### config.mk
export PLATFORM = sky130hd
export DESIGN_NAME = stream_demux_n
export DESIGN_NICKNAME = d
export VERILOG_FILES = /design/src/rtl/stream_demux_pkg.sv /design/src/rtl/demux_dec.sv /design/src/rtl/stream_demux_n.sv
export SDC_FILE = /design/constraint.sdc
export NUM_CORES = 1
export LEC_CHECK = 0
export CAP_MARGIN = 0
export CORE_UTILIZATION = 40
export DETAILED_ROUTE_END_ITERATION = 8
export DONT_BUFFER_PORTS = 1
export PLACE_DENSITY = 0.58
export SYNTH_ARGS = -nofsm -noshare
export SYNTH_HDL_FRONTEND = slang
export SYNTH_SLANG_ARGS = --single-unit
export TNS_END_PERCENT = 30
### constraint.sdc
create_clock -name clk -period 2.77 [get_ports clk]
set_clock_uncertainty 0.15 [all_clocks]
set_input_delay 0.4155 -clock clk [delete_from_list [all_inputs] [get_ports clk]]
set_output_delay 0.4155 -clock clk [all_outputs]
set_load 0.005 [all_outputs]
### src/rtl/stream_demux_pkg.sv
// stream_demux_pkg: shared constants, state naming and the select decode
// function for the stream_demux_n block.
//   WIDTH_DEF / CH_DEF / CNTW_DEF : default beat width, channel count, counter width
//   CH_MAX                        : largest supported channel count
//   state_e                       : EMPTY (nothing held) / HOLD (beat pending)
//   onehot_mask()                 : select+broadcast -> channel mask (CH_MAX bits)
package stream_demux_pkg;

    localparam int WIDTH_DEF = 8;
    localparam int CH_DEF    = 4;
    localparam int CNTW_DEF  = 16;
    localparam int CH_MAX    = 16;

    typedef enum logic {
        ST_EMPTY = 1'b0,
        ST_HOLD  = 1'b1
    } state_e;

    // Broadcast sets every implemented channel; otherwise only bit 'sel'.
    // A select at or beyond 'ch' matches no bit and yields an all-zero mask.
    function automatic logic [CH_MAX-1:0] onehot_mask(input int unsigned sel,
                                                      input logic        bcast,
                                                      input int unsigned ch);
        logic [CH_MAX-1:0] m;
        m = '0;
        for (int unsigned i = 0; i < CH_MAX; i++) begin
            if (i < ch) m[i] = bcast || (i == sel);
        end
        return m;
    endfunction

endpackage

### src/rtl/demux_dec.sv
// demux_dec: combinational decoder from a channel select plus broadcast flag
// to a CH-bit target mask.
//   i_sel   in  SELW  target channel index
//   i_bcast in  1     target every channel, i_sel ignored
//   o_mask  out CH    target mask; zero for an out-of-range select
module demux_dec
    import stream_demux_pkg::*;
#(
    parameter int CH   = CH_DEF,
    parameter int SELW = $clog2(CH)
) (
    input  logic [SELW-1:0] i_sel,
    input  logic            i_bcast,
    output logic [CH-1:0]   o_mask
);

    always_comb begin
        o_mask = CH'(onehot_mask(32'(i_sel), i_bcast, CH));
    end

endmodule

### src/rtl/stream_demux_n.sv
// stream_demux_n: registered 1-to-CH stream demultiplexer. Each accepted
// beat is held in one output stage until every targeted channel has taken it.
//   clk, rst            clock, asynchronous active-high reset
//   in_data/in_sel      beat data and target channel
//   in_bcast            deliver to all channels
//   in_valid/in_ready   producer handshake
//   out_data            held beat, shared by all channels
//   out_valid/out_ready per-channel handshake
//   busy                a held beat is still pending somewhere
//   sel_err             sticky flag for an out-of-range non-broadcast select
//   beat_cnt            accepted-beat count, wraps
module stream_demux_n
    import stream_demux_pkg::*;
#(
    parameter int WIDTH = WIDTH_DEF,
    parameter int CH    = CH_DEF,
    parameter int SELW  = $clog2(CH),
    parameter int CNTW  = CNTW_DEF
) (
    input  logic             clk,
    input  logic             rst,
    input  logic [WIDTH-1:0] in_data,
    input  logic [SELW-1:0]  in_sel,
    input  logic             in_bcast,
    input  logic             in_valid,
    output logic             in_ready,
    output logic [WIDTH-1:0] out_data,
    output logic [CH-1:0]    out_valid,
    input  logic [CH-1:0]    out_ready,
    output logic             busy,
    output logic             sel_err,
    output logic [CNTW-1:0]  beat_cnt
);

    logic [WIDTH-1:0] r_data;
    logic [CH-1:0]    r_mask;
    logic             r_sel_err;
    logic [CNTW-1:0]  r_beat_cnt;

    logic [CH-1:0]    w_dec_mask;
    logic             w_accept;
    logic             w_sel_bad;
    state_e           w_state;

    demux_dec #(
        .CH   (CH),
        .SELW (SELW)
    ) u_dec (
        .i_sel   (in_sel),
        .i_bcast (in_bcast),
        .o_mask  (w_dec_mask)
    );

    // Ready as soon as every still-pending channel is handshaking this cycle,
    // so the last drain and the next accept share one edge (no bubble).
    assign in_ready  = ((r_mask & ~out_ready) == '0);
    assign w_accept  = in_valid & in_ready;
    // Broadcast and in-range selects always decode non-zero, so an empty
    // mask can only come from an out-of-range select.
    assign w_sel_bad = (w_dec_mask == '0);

    always_ff @(posedge clk or posedge rst) begin
        if (rst) begin
            r_data     <= '0;
            r_mask     <= '0;
            r_sel_err  <= 1'b0;
            r_beat_cnt <= '0;
        end else if (w_accept) begin
            r_data     <= in_data;
            r_mask     <= w_dec_mask;
            r_beat_cnt <= r_beat_cnt + CNTW'(1);
            r_sel_err  <= r_sel_err | w_sel_bad;
        end else begin
            // Each channel's bit drops on its own handshake; ready on an
            // already-cleared bit has no effect.
            r_mask <= r_mask & ~out_ready;
        end
    end

    // The mask itself is the state register; name it for readability.
    always_comb begin
        w_state = (r_mask == '0) ? ST_EMPTY : ST_HOLD;
    end

    assign out_data  = r_data;
    assign out_valid = r_mask;
    assign busy      = (w_state == ST_HOLD);
    assign sel_err   = r_sel_err;
    assign beat_cnt  = r_beat_cnt;

endmodule

==> results of run 1 <==
-- cell families after synthesis --
family	share of synthesized area [%]
xor+xnor	9.88
simple gates	19.5
mux	9.03
flops	54.6
compound gates	3.01
fa+ha+maj	0.941
buf+inv	3.10
-- cell usage in the layout, fill, tap and decap left out, types with 2 or more instances in the layout --
master,n
sky130_fd_sc_hd__a21oi_1,4
sky130_fd_sc_hd__and3_1,5
sky130_fd_sc_hd__clkbuf_1,3
sky130_fd_sc_hd__clkbuf_4,5
sky130_fd_sc_hd__dfrtp_1,29
sky130_fd_sc_hd__inv_1,4
sky130_fd_sc_hd__mux2_2,4
sky130_fd_sc_hd__mux2_4,5
sky130_fd_sc_hd__nand2_1,3
sky130_fd_sc_hd__nand2b_2,3
sky130_fd_sc_hd__nand3_1,9
sky130_fd_sc_hd__nand4_1,5
sky130_fd_sc_hd__nand4_4,2
sky130_fd_sc_hd__o21ai_0,4
sky130_fd_sc_hd__xnor2_1,14
-- power groups by stage --
stage / sequential, mW / combinational (mW) / clock (mW)
floorplan: 0.618 / 0.205 / 0
finish: 0.636 / 0.225 / 0.234
global route: 0.658 / 0.256 / 0.268
CTS: 0.639 / 0.227 / 0.248
detailed placement: 0.646 / 0.226 / 0
global placement: 0.648 / 0.218 / 0
-- state kept, by name (all words and copies together) (netlist names) --
register and count:
beat_cnt 16, sel_err 1, out_data 8, out_valid 4
-- layout make-up --
type | count | area, sq um | share of cell area [%]
Clock buffer | 8 | 48.8 | 3.41
Inverter | 5 | 21.3 | 1.49
Multi-Input combinational cell | 68 | 563 | 39.3
Sequential cell | 29 | 726 | 50.7
Tap cell | 44 | 55.1 | 3.85
Timing Repair Buffer | 2 | 17.5 | 1.22
-- per-layer routing --
| layer | wire [um] | track usage [%] |
|---|---|---|
| met1 | 882 | 17.8 |
| met2 | 1100 | 23.8 |
| met3 | 274 | 9.31 |
| met4 | 51 | 7.97 |
| met5 | 0 | 0 |
-- stage by stage --
step	power, mW	instances	util, %	hold WS, ns	setup WS, ns
global route	1.18	156	46.1	0.0576	0.848
CTS	1.11	156	46.1	0.0668	0.884
global placement	0.866	147	44.2	0.242	1.13
finish	1.09	156	46.1	0.0878	0.909
floorplan	0.822	105	-	0.302	1.22
detailed placement	0.872	147	44.2	0.241	1.10
-- timing repair --
action / 4_1_cts / 5_1_grt
hold buffers: 1 / 0
setup endpoints to repair: 0 / 0
gates resized for setup: 0 / 0
hold endpoints to repair: 29 / 0
-- worst max path at each step --
stage	start	to	slack (ns)	depth (start not counted)
3_5_place_dp	out_ready[1]	out_data[5]	1.10	5
2_1_floorplan	out_ready[1]	out_data[0]	1.22	6
4_1_cts	out_valid[0]	busy	0.88	1
3_3_place_gp	out_ready[1]	out_data[7]	1.13	5
6_report	out_valid[0]	busy	0.91	1
5_1_grt	out_valid[0]	busy	0.85	1
==> metrics list, run 1 <==
- Critical Path Slowest Stage Cell: sky130_fd_sc_hd__or4_1
* Fin Setup TNS: 0 ns
- Clock tree sinks: 29
- Total routing usage reported by global routing: ~16%
- Layout filler cell count: approximately 320
- Total of max-cap violations: 0
* Die width: 59.7 um
* Power per cell area: around 760 nW/um^2
- Ranking of synthesized cells by area: sky130_fd_sc_hd__dfrtp_1, sky130_fd_sc_hd__xnor2_1, sky130_fd_sc_hd__mux2_4
- Startpoint type of the worst setup path: flip-flop
- Critical register-to-register path startpoint: out_valid[3]
- Worst Path Max Fanout: 3
- The later pin in the worst-skew pair is clocked with a latency of 0.32 ns.
- The detailed router finished its first iteration with 38 violations.
- The tightest min-delay check is of the in2reg type.
* Number of buffers inserted during clock tree synthesis: 5
- Post-detailed-placement cell area: roughly 1400 sq um
- The worst-case IR drop observed on VDD is 0.354 mV.
* RePlAce Congestion: ~0.8
- The repair_antennas step left the layout with diodes totalling 0.
- The initial antenna violation count was 0.
* Kind of capture point of the worst setup path: primary output
* Gr ovfl total: 0
- In this run the biggest area consumer among cell types represents a little over half of the synthesized area.
- Core Box Area: 3100 sq um
* Pin count of the biggest net entering global routing: 30
* Most used standard cells in the synthesized netlist: sky130_fd_sc_hd__dfrtp_1, sky130_fd_sc_hd__xnor2_1, sky130_fd_sc_hd__nand3_1
- In this run, synthesis inferred 0 flip-flops with an integrated enable.
- The die is roughly 60 um tall.
- The cell family contributing the most delay on the critical path is simple AND/OR/NAND/NOR gates.
* Remaining number of nets flagged by the antenna check after routing: 0
- Data on the critical path arrives at its endpoint at approximately 1.3 ns.
- Yosys warnings: 0
- Number of rows created at floorplan: 20
- Largest area contributor in the netlist: sky130_fd_sc_hd__dfrtp_1
- In this run the number of H-tree levels came out at 2.
- For this run, the post-layout net count is 130.
* Switching portion of total power: about a third
* CTS tree: yes
- Clk network pwr share: between 20% and 30%
* Total nets after synthesis: 124
- Number of cells on the worst reg-to-reg path: 5
- Routed wire length per instance: ~15 um
- Capture endpoint of the worst hold path: out_data[3]
* Post-synthesis average cell area: around 13 sq um
- Net Switching: ~350 uW
- Pin placement for this block handled 49 I/O pins.
- Across all layers, the routed design uses about 800 vias.
- Counting every instance in the synthesized netlist gives around 110.
* Cells traversed along the worst timing path: or4_1
- In this run the post-CTS setup repair buffer count came out at 0.
- The critical path contains buffers and inverters numbering 0 combined.
* Class of the most critical setup path: reg2out
- Internal power comes to roughly 740 uW.
- Post-Synthesis Cell Area: 1330 sq um
- Dividing the final minimum period by the clock period gives around two thirds.
- Ys async rst share: between 90% and 100%
- Clock-pin slew was measured on the worst setup and hold paths at roughly 0.080 ns.
- Data on the critical path is required at its endpoint by between 2 and 2.5 ns.
- Combinational cell fraction of total power: between 20 and 25%
- In this run the deepest clock path goes through 2 buffers.
- Slew at the pin closest to its max-slew limit: ~0.37 ns
- Sequential-to-total area share from yosys stat: between 50% and 60%
- Share of layout cells above drive strength 1: approximately 22%
- The die covers about 3600 sq um.
- Once the floorplan was initialized, standard cells occupied a little over two fifths of the core.
* Vias in the first global route: approximately 880
- R2R Path End: out_data[2]
- Counting instances, the worst hold path has a depth of 1.
* Count of state elements after synthesis: 29
- Minimum clock period after layout: about 1.9 ns
* Setup Viol. Count Final: 0
- Setup repair after global routing left no endpoint under its margin.
- Measured against its own limit, the worst slew margin works out to 75.6%.
- In the synthesized netlist the dominant register cell turns out to be sky130_fd_sc_hd__dfrtp_1.
- Summed over all cells, the static leakage comes to 0.634 nW.
* Run status: completed
- Global-route wire length before repair: slightly above 4000 um
* Count of different cell masters after synthesis: 27
- Top-count cell post-synth: sky130_fd_sc_hd__dfrtp_1
* Final std cell area, no fill: ~1400 sq um
* Final number of max-transition violations: 0
- The share of total power dissipated in sequential elements is between 50% and 60%.
- Setup slack on the worst reg-to-reg path comes out at roughly 1.2 ns.
- The tree is rooted in a sky130_fd_sc_hd__clkbuf_4.
- The startpoint identified for the worst hold timing path is in_data[3].
* Achievable clock frequency: 537 MHz
- Max stage delay on crit path: 0.56 ns
- In this run the tool buffered the top-level ports with 0 buffer cells.
- Compared with the post-synthesis result, the final layout area differs by 7.62%.
- Final hold violation count: 0
* Number of detailed-route iterations in the first pass: 4
- The routed design has 2300 um of wire.
- Dividing the detail-routed via count by the number of cells gives around 5.3.
* Post-route DRC violation count: 0
Note: power is estimated with default switching activity, not from simulation.
==> inputs of run 2 (changes only) <==
==> constraint.sdc (replaced) <==
create_clock -name clk -period 1.8 [get_ports clk]
set_clock_uncertainty 0.15 [all_clocks]
set_input_delay 0.27 -clock clk [delete_from_list [all_inputs] [get_ports clk]]
set_output_delay 0.27 -clock clk [all_outputs]
set_load 0.005 [all_outputs]
==> run 2 against run 1 <==
Net effect:
- sequential share of layout area decreased by 3.9 points
- die area did not move
- register-to-register slack got worse by 0.98 ns
- critical path depth stayed put
- wire length is 7.0% higher
- worst setup slack lost 0.84 ns
- first-iteration DRC count grew 84%
- critical endpoint unchanged
==> metrics list, run 2 (synthesis gave the netlist of run 1 again) <==
- Power per cell area: approximately 1100 nW/um^2
- Floorplan die area: around 3600 sq um
- Leaving out fill and tap cells, the most frequent cell in the layout is sky130_fd_sc_hd__dfrtp_1.
- The slowest stage of the critical path belongs to the cell sky130_fd_sc_hd__or4_1.
* Number of detailed-route iterations in the first pass: 4
- Total of max-cap violations: 0
- The post-route netlist has between 20% and 30% of its cells at a drive strength greater than 1.
* Post-CTS sizing: 0
* CP bufs+invs: 0
* Clock root buffer: sky130_fd_sc_hd__clkbuf_4
* Die width: between 50 and 60 um
- The initial antenna violation count was 0.
* Count of buffers inserted at the top-level ports: 0
- Minimum clock period after layout: 1.73 ns
- In the final routed layout, each cell accounts on average for about 15 um.
- In this run the count of I/O pins placed on the die edge is 49.
- The congestion estimate from routability-driven global placement came to about 0.74.
- Most frequent cells in the layout: sky130_fd_sc_hd__dfrtp_1, sky130_fd_sc_hd__xnor2_1, sky130_fd_sc_hd__dlygate4sd3_1
- Class of the most critical setup path: reg2out
- Clock latency of the later-clocked register in the worst-skew pair: ~0.32 ns
- Cells traversed along the worst timing path: or4_1
- Sum of net half-perimeters after detailed placement: about 1600 um
* Static leakage: between 0.6 and 0.7 nW
- Data required time at the worst endpoint: 1.38 ns
- Unrepaired setup endpoints after global routing: no
- The detailed router finished its first iteration with 70 violations.
* Worst Path Max Fanout: 3
- The detail route stage leaves a number of antenna-violating nets equal to 0.
* Fin Setup TNS: 0 ns
* CTS clk-pin slew, worst paths: 0.08 ns
* Kind of capture point of the worst setup path: primary output
* Core Box Area: just over 3000 sq um
- Across the VDD grid, the largest voltage drop is about 0.58 mV.
- The routed layout has 873 vias.
* Period Utilization, post-route: between 90% and 100%
* CTS tree: yes
* CP Data Arrival Time: about 1.3 ns
- Achievable clock frequency: between 500 and 600 MHz
* Number of rows created at floorplan: 20
- The first global-routing pass estimated 4070 um of wire.
- Run status: completed
- Summed over all layers, the global routing overflow is 0.
- Measured along the y axis, the die boundary spans 59.7 um.
- The kind of cell with the highest combined delay along the critical path is simple AND/OR/NAND/NOR gates.
- The clock passes through at most 2 buffers.
- The number of failing hold endpoints at the final stage was 0.
- Total routing usage reported by global routing: between 15 and 20%
- For this run, design rule violations remaining after detail routing come to 0.
* Diodes inserted: 0
- After clock tree synthesis, the setup repair step added 0 buffers.
- Final number of max-transition violations: 0
* Setup Viol. Count Final: 0
* Ratio of routed vias to standard cells: just over 5
- For this block, the routed nets add up to ~2500 um of wire.
* Max stage delay on crit path: 0.57 ns
* Pin count of the biggest net entering global routing: 30
- Number of flip-flops under the largest register name: 16
- Clock tree synthesis inserted a total of 5 buffers.
- The initial utilization of the core area, before any placement, comes to around 43%.
- The clock tree synthesis step divided the H-tree into 2 levels.
- Synthesis-to-layout area growth: 16.7%
- Relative slew slack: 75.6%
* Clock tree sinks: 29
- For the pin with the worst max-slew slack, the measured transition is roughly 0.37 ns.
- Kind of path behind the tightest hold check: in2reg
- Post-layout power: 1.72 mW
* Startpoint type of the worst setup path: flip-flop
* Final nets: 142
- Vias in the first global route: between 900 and 1000
-- run 2: final cells by class --
class                      count  area [sq um]
tap                           44          55.1
timing repair buffer          14           138
sequential                    29           726
multi-input combinational     68           563
clock buffer                   8          48.8
fill                         292          1550
inverter                       5          21.3
-- run 2: report_power, final --
group	total [mW]	leakage [nW]	internal (mW)	switching, mW
Sequential	0.982	0.372	0.800	0.182
Clock	0.367	0.0265	0.155	0.212
Combinational	0.369	0.287	0.208	0.160
Total	1.72	0.685	1.16	0.554
-- run 2: final timing paths --
check	start	to	slack, ns	depth (start not counted)
max in group asynchronous	rst	out_valid[1]	0.91	3
hold reg to reg	sel_err	sel_err	0.27	0
hold / removal	in_sel[0]	out_valid[1]	0.02	2
setup reg to reg	out_valid[3]	out_data[2]	0.19	5
min in group asynchronous	rst	beat_cnt[2]	0.31	3
setup / recovery	out_valid[0]	busy	0.07	1
-- run 2: metrics by stage --
| stage | util [%] | cells | hold WS (ns) | area, sq um | worst slack (ns) |
|---|---|---|---|---|---|
| after floorplan | - | 105 | 0.198 | 1330 | 0.337 |
| after global placement | 44.2 | 147 | 0.100 | 1370 | 0.227 |
| after detailed placement | 44.2 | 147 | 0.105 | 1370 | 0.204 |
| after CTS | 50.0 | 168 | 0.00338 | 1550 | 0.0523 |
| after global routing | 50.0 | 168 | 0.0227 | 1550 | 0.0263 |
| final | 50.0 | 168 | 0.0231 | 1550 | 0.0720 |
-- run 2: repair_timing --
| action | CTS | global route |
|---|---|---|
| endpoints found under the hold margin | 46 | 0 |
| hold buffers | 13 | 0 |
| endpoints found under the setup margin | 0 | 0 |
-- run 2: metal layers --
metal	global-route usage (%)	vias up	part of all wire (%)
li1	-	400	-
met1	16.8	425	40
met2	26.0	40	48
met3	8.44	8	8.8
met4	9.97	0	2.6
met5	0	-	0
